### config.mk
export PLATFORM = sky130hd
export DESIGN_NAME = peak_frame_packer
export DESIGN_NICKNAME = d
export VERILOG_FILES = /design/src/rtl/peak_frame_packer.sv
export SDC_FILE = /design/constraint.sdc
export NUM_CORES = 1
export LEC_CHECK = 0
export BUFFER_PORTS_ARGS = -buffer_cell sky130_fd_sc_hd__buf_4
export CELL_PAD_IN_SITES_DETAIL_PLACEMENT = 0
export CELL_PAD_IN_SITES_GLOBAL_PLACEMENT = 1
export CORE_UTILIZATION = 40
export CTS_BUF_LIST = sky130_fd_sc_hd__clkbuf_4 sky130_fd_sc_hd__clkbuf_8 sky130_fd_sc_hd__clkbuf_16
export DETAILED_ROUTE_END_ITERATION = 10
export GPL_ROUTABILITY_DRIVEN = 0
export PLACE_DENSITY = 0.61
export REMOVE_ABC_BUFFERS = 1
export SKIP_CTS_REPAIR_TIMING = 1
export SLEW_MARGIN = 30
export SYNTH_ARGS = -nofsm -noshare
export SYNTH_HDL_FRONTEND = slang
export SYNTH_SLANG_ARGS = --single-unit
### constraint.sdc
create_clock -name clk -period 5.09 [get_ports clk]
set_input_delay 1.018 -clock clk [delete_from_list [all_inputs] [get_ports clk]]
set_output_delay 1.018 -clock clk [all_outputs]
set_load 0.02 [all_outputs]
### src/rtl/peak_frame_packer.sv
// Buffers one frame of per-range-bin peak results, tags each against a threshold,
// and streams the frame out as a header plus two words per bin over valid/ready.
module peak_frame_packer #(
  parameter int TOTAL_RANGEBIN = 9,
  parameter int DATA_W         = 32,
  parameter int ADDR_W         = 10
) (
  input  logic              clk,
  input  logic              rst_n,
  input  logic              pk_en,
  input  logic              pk_valid,
  input  logic [DATA_W-1:0] pk_value,
  input  logic [ADDR_W-1:0] pk_addr,
  input  logic [DATA_W-1:0] thresh,
  output logic [31:0]       out_data,
  output logic              out_valid,
  input  logic              out_ready,
  output logic              out_last,
  output logic [15:0]       frame_cnt,
  output logic              ovf_err
);

  localparam int BIN_W  = (TOTAL_RANGEBIN > 1) ? $clog2(TOTAL_RANGEBIN) : 1;
  localparam int WORD_W = $clog2(2 * TOTAL_RANGEBIN + 1);
  localparam logic [BIN_W-1:0]  LAST_BIN  = BIN_W'(TOTAL_RANGEBIN - 1);
  localparam logic [WORD_W-1:0] LAST_WORD = WORD_W'(2 * TOTAL_RANGEBIN);

  typedef enum logic [1:0] {IDLE, COLLECT, SEND} state_t;

  state_t              state;
  logic [BIN_W-1:0]    bin_idx;
  logic [WORD_W-1:0]   word_idx;
  logic [DATA_W-1:0]   thr_reg;

  logic [DATA_W-1:0]   slot_value [TOTAL_RANGEBIN];
  logic [ADDR_W-1:0]   slot_addr  [TOTAL_RANGEBIN];
  logic                slot_hit   [TOTAL_RANGEBIN];

  logic                slot_wr;
  logic [WORD_W-1:0]   next_idx;
  logic [BIN_W-1:0]    next_bin;
  logic [31:0]         next_word;
  logic [31:0]         header;

  assign slot_wr = (state == COLLECT) && pk_en && pk_valid;
  assign header  = {8'hA5, 4'h0, 4'(TOTAL_RANGEBIN), frame_cnt};

  // Words 2k+1 and 2k+2 both belong to bin k, which is word_idx>>1 for the word after word_idx.
  always_comb begin
    next_idx  = word_idx + WORD_W'(1);
    next_bin  = BIN_W'(word_idx >> 1);
    next_word = '0;
    if (next_idx[0]) next_word = 32'(slot_value[next_bin]);
    else             next_word = {slot_hit[next_bin], 31'(slot_addr[next_bin])};
  end

  always_ff @(posedge clk) begin
    if (slot_wr) begin
      slot_value[bin_idx] <= pk_value;
      slot_addr[bin_idx]  <= pk_addr;
      slot_hit[bin_idx]   <= (pk_value >= thr_reg);
    end
  end

  always_ff @(posedge clk or negedge rst_n) begin
    if (!rst_n) begin
      state     <= IDLE;
      bin_idx   <= '0;
      word_idx  <= '0;
      thr_reg   <= '0;
      frame_cnt <= '0;
      ovf_err   <= 1'b0;
      out_valid <= 1'b0;
      out_last  <= 1'b0;
      out_data  <= '0;
    end else begin
      if (pk_en && pk_valid && (state != COLLECT)) ovf_err <= 1'b1;

      case (state)
        IDLE: begin
          if (pk_en) begin
            state   <= COLLECT;
            thr_reg <= thresh;
            bin_idx <= '0;
          end
        end

        COLLECT: begin
          if (!pk_en) begin
            state   <= IDLE;
            bin_idx <= '0;
          end else if (pk_valid) begin
            if (bin_idx == LAST_BIN) begin
              state     <= SEND;
              bin_idx   <= '0;
              word_idx  <= '0;
              out_valid <= 1'b1;
              out_last  <= 1'b0;
              out_data  <= header;
            end else begin
              bin_idx <= bin_idx + BIN_W'(1);
            end
          end
        end

        SEND: begin
          // A completed final-word transfer counts the frame even if pk_en drops in the same cycle.
          if (out_ready && out_last) begin
            frame_cnt <= frame_cnt + 16'd1;
            out_valid <= 1'b0;
            out_last  <= 1'b0;
            bin_idx   <= '0;
            if (pk_en) begin
              state   <= COLLECT;
              thr_reg <= thresh;
            end else begin
              state <= IDLE;
            end
          end else if (!pk_en) begin
            state     <= IDLE;
            out_valid <= 1'b0;
            out_last  <= 1'b0;
            bin_idx   <= '0;
          end else if (out_ready) begin
            word_idx <= next_idx;
            out_data <= next_word;
            out_last <= (next_idx == LAST_WORD);
          end
        end

        default: state <= IDLE;
      endcase
    end
  end

endmodule

==> results.py <==
metrics = {
    "detailed_routing": {
        "wl_um": 47100,
        "drt.antenna.violating_nets": 0,
        "vias": 10583,
        "drt-pass1-iter-count": 5,
        "drtIter0Drc": 698,
        "drcViolationCount": 0,
        "vias_per_cell": 5.40,
        "avgRoutedWirePerCell_um": 24.0,
    },
    "sta": {
        "worst_slew_pin_slew_ps": 912,
        "drv_slew": 0,
        "max_freq_ghz": 0.355,
        "fin_skew_ps": 20.2,
        "fin_tns_setup_ps": 0,
        "final.period_utilization": 0.554,
        "rsz0062_at_grt": "false",
        "finalSetupViolCount": 0,
        "final-hold-violation-count": 0,
        "fin_crit_ps": 2820,
        "slew_headroom": 0.391,
    },
    "clock_tree": {
        "clk_path_buf_depth": 3,
        "cts.sinks": 481,
        "numCtsBuffers": 52,
        "htreeDepth": 2,
        "clk_pin_slew_ps": 60,
        "clk_latency_ps": 590,
        "cts-root-buf": "clkbuf_16",
        "cts_tree": "done",
    },
    "global_route": {
        "track_usage": 0.195,
        "grt_pass1_wl_um": 71300,
        "grt_max_degree": 61,
        "grt-ovfl-total": 0,
        "antenna_found_initial": 1,
        "grt_pass1_vias": 11139,
    },
    "final_layout": {
        "drive_gt1_frac": 0.266,
        "final_cell_count_no_fill": 1961,
        "fin_area_sq_um": 23000,
        "largest_reg_flops": 288,
        "mostFrequentLayoutCell": "edfxtp_1",
        "largestRegisters": "slot_value: 288 flops, slot_addr: 90 flops",
        "diodes": 0,
        "fin_nets": 1420,
        "final_cell_mix": "edfxtp_1 (387), buf_4 (145), dfrtp_1 (89)",
        "n_fill_cell": 4121,
        "syn2layout_area_growth_pct": 18.1,
        "regMostFlops": "slot_value",
    },
    "pwr": {
        "max-vdd-ir-drop_uv": 299,
        "p_leak_nw": 8.25,
        "powerDensity_nw_per_um2": 385,
        "power_mw": 8.85,
    },
    "worst_setup_path": {
        "path_max_fanout": 29,
        "reg2reg_depth": 5,
        "worstPathRequired_ps": 5300,
        "end_kind": "register",
        "start_kind": "register",
        "arrival_ps": 3030,
        "reg2reg_to": "slot_addr[0][8]",
        "ff2ff_setup_slack_ps": 2270,
        "r2r-start": "state[1]",
        "worstSetupPathType": "register to register",
    },
    "synthesis": {
        "syn_area_per_cell_sq_um": 16.8,
        "syn_inst": 1158,
        "synth.area.top_cells": "edfxtp_1 (60%), dfrtp_1 (12%), mux4_2 (10%)",
        "netlist-cell-type-count": 49,
        "yosysTopAreaCellShare": 0.597,
        "ys.flop_type": "edfxtp_1",
        "synthesis.area_sq_um": 19500,
        "yosys_warnings": 0,
        "synth_enable_flop_cells": 387,
        "ys_ff_latch": 481,
        "yosys.area.top_type": "edfxtp_1",
        "async_reset_ff_frac": 0.195,
        "yosysSeqAreaShare": 0.718,
    },
    "hold_path": {
        "hold_class": "input pin to async pin",
    },
    "die": {
        "initial_core_util": 0.407,
        "ios": 130,
        "rows": 80,
        "die_w_um": 223,
        "core_sq_um": 47800,
        "die_area_sq_um": 49500,
        "die_y_um": 223,
    },
    "place": {
        "numPortBuffers": 129,
        "dp.cells": 1863,
        "dp_hpwl_um": 27800,
        "post_dp_cell_area_sq_um": 21200,
    },
    "run_status": {
        "status": "finished clean",
    },
    "flow_run": {
        "max-cap-violations": 0,
    },
}
[synthesized netlist by cell type, drive strengths merged, types with 5 or more instances]
master / instances
a211oi: 10
a21oi: 45
a221o: 5
a31oi: 7
and2: 5
and3: 11
buf: 33
clkbuf: 26
dfrtp: 94
edfxtp: 387
ha: 39
inv: 45
mux2: 10
mux2i: 33
mux4: 86
nand2: 85
nand2b: 11
nand3: 8
nand4: 12
nor2: 53
nor2b: 6
nor3: 8
o21ai: 68
o22ai: 17
xnor2: 11
[where the power goes]
part / total (mW) / switching, mW / internal, mW
Sequential: 4.39 / 0.0540 / 4.33
Combinational: 0.532 / 0.297 / 0.235
Clock: 3.93 / 1.56 / 2.38
Total: 8.85 / 1.91 / 6.95
[metrics by stage]
step / utilization / hold slack (ps) / setup slack (ps)
after detailed placement: 0.443 / 478 / 1720
after global placement: 0.441 / 466 / 1750
after CTS: 0.480 / 491 / 2170
final: 0.480 / 413 / 2270
after global routing: 0.480 / 434 / 2010
after floorplan: - / 478 / 329
[worst max-delay path: stages (launching register included)]
cell and delay (ps):
dfrtp_1 510, nand4b_1 420, nor2_1 360, nand2_1 140
nor2_4 450, buf_4 540
[cells by family (layout without fill, tap and decap cells)]
group / count (synthesis) / in the layout / share of synthesized area
multiplexers: 129 / 129 / 0.122
buffers and inverters: 104 / 292 / 0.0231
XOR/XNOR: 15 / 15 / 0.00675
adder cells (fa/ha/maj): 39 / 39 / 0.0251
AO/OA/AOI/OAI: 173 / 173 / 0.0525
AND/OR/NAND/NOR: 217 / 217 / 0.0520
flip-flops: 481 / 481 / 0.718
[routing by layer]
metal,part of all wire,GRT usage
met5,0.00028,0
met4,0.016,0.0436
met3,0.037,0.0307
met1,0.46,0.273
met2,0.49,0.320
[how the worst max path moves through the flow]
stage,from,end,slack [ps],depth (start not counted)
finish,state[1],slot_addr[0][8],2270,5
global route,word_idx[1],out_data[3],2010,6
CTS,word_idx[1],out_data[3],2170,6
detailed placement,pk_en,slot_value[0][17],1720,6
global placement,pk_en,slot_addr[0][6],1750,6
floorplan,pk_valid,word_idx[1],330,5
[cell type report]
cell class | instances | area [sq um] | area share
Tap cell | 615 | 769 | 0.0335
Sequential cell | 481 | 14000 | 0.608
Inverter | 45 | 169 | 0.00735
Clock inverter | 26 | 292 | 0.0127
Clock buffer | 72 | 1510 | 0.0655
Multi-Input combinational cell | 573 | 5090 | 0.221
Timing Repair Buffer | 149 | 1170 | 0.0511
Power figures use the tool's default switching activity.
